===== config.mk =====
export PLATFORM = sky130hd
export DESIGN_NAME = full_adder_unit
export DESIGN_NICKNAME = d
export VERILOG_FILES = /design/src/rtl/full_adder_unit.sv
export SDC_FILE = /design/constraint.sdc
export NUM_CORES = 1
export LEC_CHECK = 0
export ABC_CLOCK_PERIOD_IN_PS = 1900
export BUFFER_PORTS_ARGS = -buffer_cell sky130_fd_sc_hd__buf_4
export CAP_MARGIN = 30
export CORE_AREA = 2 2 39 41
export CTS_CLUSTER_DIAMETER = 30
export DETAILED_ROUTE_END_ITERATION = 8
export DIE_AREA = 0 0 41 43
export PLACE_DENSITY = 0.35
export RECOVER_POWER = 25
export SLEW_MARGIN = 10
export SYNTH_ARGS = -nofsm -noshare
export SYNTH_HDL_FRONTEND = slang
export SYNTH_SLANG_ARGS = --single-unit

===== constraint.sdc =====
create_clock -name clk -period 1.9 [get_ports clk]
set_input_delay 0.19 -clock clk [delete_from_list [all_inputs] [get_ports clk]]
set_output_delay 0.19 -clock clk [all_outputs]
set_load 0.02 [all_outputs]

===== src/rtl/full_adder_unit.sv =====
// Registered, width-parameterised ripple-carry full adder: {co, sum} = a + b + ci.
// One cycle of latency, full throughput, no backpressure.
// Optional macro FULL_ADDER_UNIT_OVF_EN adds a registered two's-complement
// overflow output (ovf); when undefined the port and its logic are absent.
module full_adder_unit #(
    parameter int unsigned WIDTH = 1
) (
    input  logic             clk,
    input  logic             rst,
    input  logic [WIDTH-1:0] a,
    input  logic [WIDTH-1:0] b,
    input  logic             ci,
    input  logic             in_valid,
    output logic [WIDTH-1:0] sum,
    output logic             co,
    output logic             out_valid
`ifdef FULL_ADDER_UNIT_OVF_EN
    ,
    output logic             ovf
`endif
);

    // Ripple chain: c[0] is the carry-in, c[WIDTH] the carry-out.
    logic [WIDTH:0]   c;
    logic [WIDTH-1:0] s;

    logic [WIDTH-1:0] sum_q, sum_d;
    logic             co_q, co_d;
    logic             out_valid_q, out_valid_d;
`ifdef FULL_ADDER_UNIT_OVF_EN
    logic             ovf_q, ovf_d;
`endif

    // Chain of 1-bit full-adder cells.
    always_comb begin
        c    = '0;
        s    = '0;
        c[0] = ci;
        for (int i = 0; i < int'(WIDTH); i++) begin
            s[i]   = a[i] ^ b[i] ^ c[i];
            c[i+1] = (a[i] & b[i]) | (c[i] & (a[i] ^ b[i]));
        end
    end

    // Capture a fresh result only when the input is qualified; otherwise hold
    // so that undefined operands on idle cycles never reach the outputs.
    always_comb begin
        sum_d       = sum_q;
        co_d        = co_q;
        out_valid_d = in_valid;
`ifdef FULL_ADDER_UNIT_OVF_EN
        ovf_d       = ovf_q;
`endif
        if (in_valid) begin
            sum_d = s;
            co_d  = c[WIDTH];
`ifdef FULL_ADDER_UNIT_OVF_EN
            // Signed overflow: carry into the sign bit differs from carry out.
            ovf_d = c[WIDTH] ^ c[WIDTH-1];
`endif
        end
    end

    // Output register stage; reset wins over a same-cycle valid input.
    always_ff @(posedge clk) begin
        if (rst) begin
            sum_q       <= '0;
            co_q        <= 1'b0;
            out_valid_q <= 1'b0;
`ifdef FULL_ADDER_UNIT_OVF_EN
            ovf_q       <= 1'b0;
`endif
        end else begin
            sum_q       <= sum_d;
            co_q        <= co_d;
            out_valid_q <= out_valid_d;
`ifdef FULL_ADDER_UNIT_OVF_EN
            ovf_q       <= ovf_d;
`endif
        end
    end

    assign sum       = sum_q;
    assign co        = co_q;
    assign out_valid = out_valid_q;
`ifdef FULL_ADDER_UNIT_OVF_EN
    assign ovf       = ovf_q;
`endif

endmodule


==> results of run 1 <==
==> synth_stat cells <==
cell and n:
dfxtp_1 3, fa_1 1, mux2i_1 2, nor2_1 2
nor2b_1 1
==> kinds of logic after synthesis <==
kind of cell	after synthesis
adders and majority gates	1
and+or+nand+nor	3
DFF	3
muxes	2
==> stage by stage <==
stage                     hold WS [ps]  setup WS (ps)  std cells  area, µm²  total power [W]
final                              135            998         37        216         0.000211
after global routing               137            959         37        216         0.000226
after CTS                          129            982         37        220         0.000216
after detailed placement           373            814         33        194         0.000104
after global placement             368            852         33        194         0.000102
after floorplan                    262            975          9        114        0.0000841
==> per-layer routing <==
| layer | part of all wire | up-vias | track usage |
|---|---|---|---|
| met3 | 0.20 | 0 | 0.0471 |
| met4 | 0 | 0 | 0.0600 |
| li1 | - | 53 | - |
| met5 | 0 | - | 0 |
| met2 | 0.29 | 9 | 0.0375 |
| met1 | 0.51 | 40 | 0.0518 |
==> final cells by class <==
type                            count  area [µm²]
Timing Repair Buffer                8        56.3
Fill cell                         155        1170
Clock buffer                        4        26.3
Sequential cell                     3        60.1
Multi-Input combinational cell      6        53.8
Tap cell                           16        20.0
==> layout by cell type, fill, tap and decap left out <==
master and n:
buf_4 7, clkbuf_1 2, clkbuf_4 3, dfxtp_1 3, fa_1 1, mux2i_1 2
nor2_1 2, nor2b_1 1
==> flip-flops by register name, summed over array words and instances (netlist names) <==
register   cells
co             1
out_valid      1
sum            1
==> report_power, final <==
part | internal, W | switching, W
clock network | 0.0000786 | 0.0000306
logic | 0.0000166 | 0.0000144
registers | 0.0000680 | 0.00000242
==> worst min path at each step <==
stage,cells after the start,to,startpoint,slack [ps]
floorplan,1,out_valid$_SDFF_PP0_,rst,260
global placement,2,sum$_SDFFE_PP0P_,rst,370
detailed placement,2,out_valid$_SDFF_PP0_,rst,370
CTS,2,out_valid$_SDFF_PP0_,rst,130
global route,2,sum$_SDFFE_PP0P_,rst,140
finish,2,out_valid$_SDFF_PP0_,rst,130
==> worst register-to-register path, stage by stage (launching register included) <==
cell,delay (ps)
dfxtp_1,310
mux2i_1,120
nor2_1,50
==> impl_metrics.tcl, run 1 <==
set metrics [dict create \
    ant_nets 0 \
    antennaDiodeCount 0 \
    netlist_area_um2 114 \
    slew_headroom 0.882 \
    num-nets-final 29 \
    synth_top_family_by_area "adder cells" \
    drt_iter0_drc 2 \
    end_kind "primary output" \
    rr_worst_depth 2 \
    tritoncts "done" \
    cts.clk_slew.worst_paths_ps 40 \
    cp_max_fo 2 \
    grt_pass1_vias 118 \
    slew_violations 0 \
    setup_tns_ps 0 \
    drv_cap 0 \
    crit_family "flip-flops" \
    yosysSeqAreaShare 0.527 \
    first_pass_iters 2 \
    ys_seq_elements 3 \
    cp-startpoint "co$_SDFFE_PP0P_" \
    numCtsBuffers 3 \
    cp_data_required_time_ps 1710 \
    r2r_slack_ps 1300 \
    status "finished, final reports clean" \
    start_util 0.0823 \
    critPathCapture "co" \
    grt_pass1_wl_um 448 \
    drive_gt1_frac 0.476 \
    io_buffer_count 8 \
    row_count 14 \
    drcViolationCount 0 \
    postSynthAreaPerCell_um2 12.7 \
    grt_usage 0.0463 \
    yosysTopAreaCell "dfxtp_1" \
    syn_inst 9 \
    clock_latency_ps 230 \
    vias 102 \
    regToRegEndpoint "co$_SDFFE_PP0P_" \
    startpoint_type "register" \
    grt_start_max_net_pins 4 \
    r2r_start "co$_SDFFE_PP0P_" \
    ys_types 5 \
    wl_per_cell_um 7.30 \
    die-area_um2 1760 \
    postCtsSetupRepairBufs 0 \
    fin_crit_ps 902 \
    worstSetupPathType "register to primary output" \
    cts-root-buf "clkbuf_4" \
    die_w_um 41 \
    area_growth_syn_to_layout_pct 90.1 \
    drt-total-wl_um 270 \
    grt_antenna_before_repair 0 \
    synth-adder-area-share 0.176 \
    crit_chain "buf_4" \
    final_util 0.156 \
    worst-path-buf-inv 1 \
    die_h_um 43 \
    synth-xor-area-share 0 \
    final.setup_skew_ps 0 \
    peakVddDrop_mv 0.157 \
    ctsHoldBuffers 0 \
    io_pins 9 \
    arrival_ps 710 \
    drt-vias-per-instance 2.76 \
    period_share 0.474 \
    cts_buffer_depth 2 \
    worst_slew_pin_slew_ps 177 \
    hold_viol 0 \
    syn_nets 16 \
    gp_congestion 0.579 \
    cellPowerDensity_nw_per_um2 973 \
    synth_compound_area_frac 0 \
    cts_resized 0 \
    synthTopCellsByArea "dfxtp_1 53%, fa_1 18%, mux2i_1 18%, nor2_1 6.6%, nor2b_1 5.5%" \
    yosys.area_share.simple 0.121 \
    cp_slowest_cell "dfxtp_1" \
    muxShareOfSynthArea 0.176 \
    crit_cells 1 \
    h-tree-depth 1 \
    yosysWarnings 0 \
    yosys.area.top_type_share 0.527 \
    finalSetupViolCount 0 \
    rsz0062_at_grt "false" \
    hold_class "input pin to register" \
    overflow 0 \
    slowest_delay_ps 340 \
    max_freq_mhz 1110 \
    core-area_um2 1380 \
    power.leakage_nw 0.101 \
    cts_sinks 3 \
]
Power figures use the tool's default switching activity.
==> run 2, diff against run 1 <==
ABC_CLOCK_PERIOD_IN_PS = 900   (was 1900)
clock period = 0.9 ns   (was 1.9 ns; I/O delays follow)
==> run 2 against run 1 <==
Wire length is 13% higher. Critical endpoint is now sum. Non-clock buffer count stayed put. Combinational power up 120%. Largest cell class unchanged. Largest power group unchanged. Worst hold slack got worse by 110 ps. Highest routed layer unchanged.
==> impl_metrics.tcl, run 2 (synthesized netlist as in run 1, its figures left out) <==
set metrics [dict create \
    status "finished, final reports clean" \
    die_h_um 43 \
    num-nets-final 29 \
    cp_slowest_cell "dfxtp_1" \
    first_pass_iters 2 \
    r2r_slack_ps 310 \
    period_share 0.885 \
    end_kind "primary output" \
    min_from "rst" \
    clock_latency_ps 230 \
    min_path_cells 2 \
    antennaDiodeCount 0 \
    multi_input_area_um2 53.8 \
    cts_buffer_depth 2 \
    vias 112 \
    tritoncts "done" \
    drt_iter0_drc 1 \
    regToRegEndpoint "sum$_SDFFE_PP0P_" \
    nFillCells 157 \
    mostFrequentLayoutCells "7 x buf_4, 3 x clkbuf_4, 3 x dfxtp_1" \
    die_w_um 41 \
    gp_congestion 0.582 \
    slew_violations 0 \
    grt_pass1_vias 141 \
    startpoint_type "register" \
    hold_end "out_valid$_SDFF_PP0_" \
    drive_gt1_frac 0.476 \
    cts_sinks 3 \
    final.setup_skew_ps 0 \
    io_pins 9 \
    max_freq_mhz 1260 \
    grt_antenna_before_repair 0 \
    placed_area_um2 194 \
    worstSetupPathType "register to primary output" \
    cp_max_fo 2 \
    grt_usage 0.0572 \
    drt-total-wl_um 305 \
    ant_nets 0 \
    finalSetupViolCount 0 \
    io_buffer_count 8 \
    r2r_start "sum$_SDFFE_PP0P_" \
    die-area_um2 1760 \
    post-route-cell-area_um2 216 \
    overflow 0 \
    start_util 0.0823 \
    cts-root-buf "clkbuf_4" \
    numCtsBuffers 3 \
    core-area_um2 1380 \
    drv_cap 0 \
    power.leakage_nw 0.101 \
    rr_worst_depth 2 \
    wl_per_cell_um 8.24 \
    final_util 0.156 \
    hold_class "input pin to register" \
    slew_headroom 0.873 \
    cellPowerDensity_nw_per_um2 2100 \
    seq_area_um2 60.1 \
    cts_resized 0 \
    fin_crit_ps 797 \
    row_count 14 \
    crit_chain "buf_4" \
    peakVddDrop_mv 0.294 \
    grt_pass1_wl_um 545 \
    rsz0062_at_grt "false" \
    cts.clk_slew.worst_paths_ps 40 \
    area_growth_syn_to_layout_pct 90.1 \
    final_common_cell "buf_4" \
    drt-vias-per-instance 3.03 \
    h-tree-depth 1 \
    ctsHoldBuffers 0 \
    slowest_delay_ps 330 \
    dp_hpwl_um 240 \
    worst_slew_pin_slew_ps 191 \
    cp_data_required_time_ps 810 \
    drcViolationCount 0 \
    crit_family "flip-flops" \
    worst-path-buf-inv 1 \
    postCtsSetupRepairBufs 0 \
    grt_start_max_net_pins 4 \
    hold_viol 0 \
    arrival_ps 710 \
]
## run 2: cell counts in the layout (fill, tap and decap cells not counted)
No cell type changed its count.
## run 2: routing by layer
| layer | GRT usage | up-vias | part of all wire |
|---|---|---|---|
| met5 | 0 | - | 0 |
| met4 | 0.0800 | 0 | 0 |
| met3 | 0.0628 | 0 | 0.13 |
| met2 | 0.0563 | 9 | 0.36 |
| met1 | 0.0482 | 51 | 0.51 |
| li1 | - | 52 | - |
## run 2: worst max-delay path by stage
| stage | cells after the start | end | start |
|---|---|---|---|
| after floorplan | 3 | sum$_SDFFE_PP0P_ | a |
| after global placement | 4 | sum$_SDFFE_PP0P_ | a |
| after detailed placement | 4 | sum$_SDFFE_PP0P_ | a |
| after CTS | 1 | sum | sum$_SDFFE_PP0P_ |
| after global routing | 1 | sum | sum$_SDFFE_PP0P_ |
| final | 1 | sum | sum$_SDFFE_PP0P_ |
## run 2: through the flow
| step | hold slack [ps] | worst slack [ps] | power [W] | instances | setup TNS (ps) |
|---|---|---|---|---|---|
| after floorplan | 162 | 74.8 | 0.000178 | 9 | 0 |
| after global placement | 268 | -57.2 | 0.000216 | 33 | -68.0 |
| after detailed placement | 269 | -83.3 | 0.000220 | 33 | -127 |
| after CTS | 13.8 | 86.4 | 0.000473 | 37 | 0 |
| after global routing | 25.6 | 54.5 | 0.000490 | 37 | 0 |
| final | 24.6 | 103 | 0.000454 | 37 | 0 |
## run 2: area by class of cell
cell class,count,area share
flip-flops and latches,3,0.277
repair buffers,8,0.260
multi-input cells,6,0.249
clock buffers,4,0.121
well taps,16,0.0925
## run 2: report_power, final
group | internal, W | leakage (nW) | total, W | switching, W
Clock | 0.000166 | 0.0150 | 0.000239 | 0.0000730
Sequential | 0.000143 | 0.0249 | 0.000148 | 0.00000455
Combinational | 0.0000351 | 0.0609 | 0.0000668 | 0.0000317
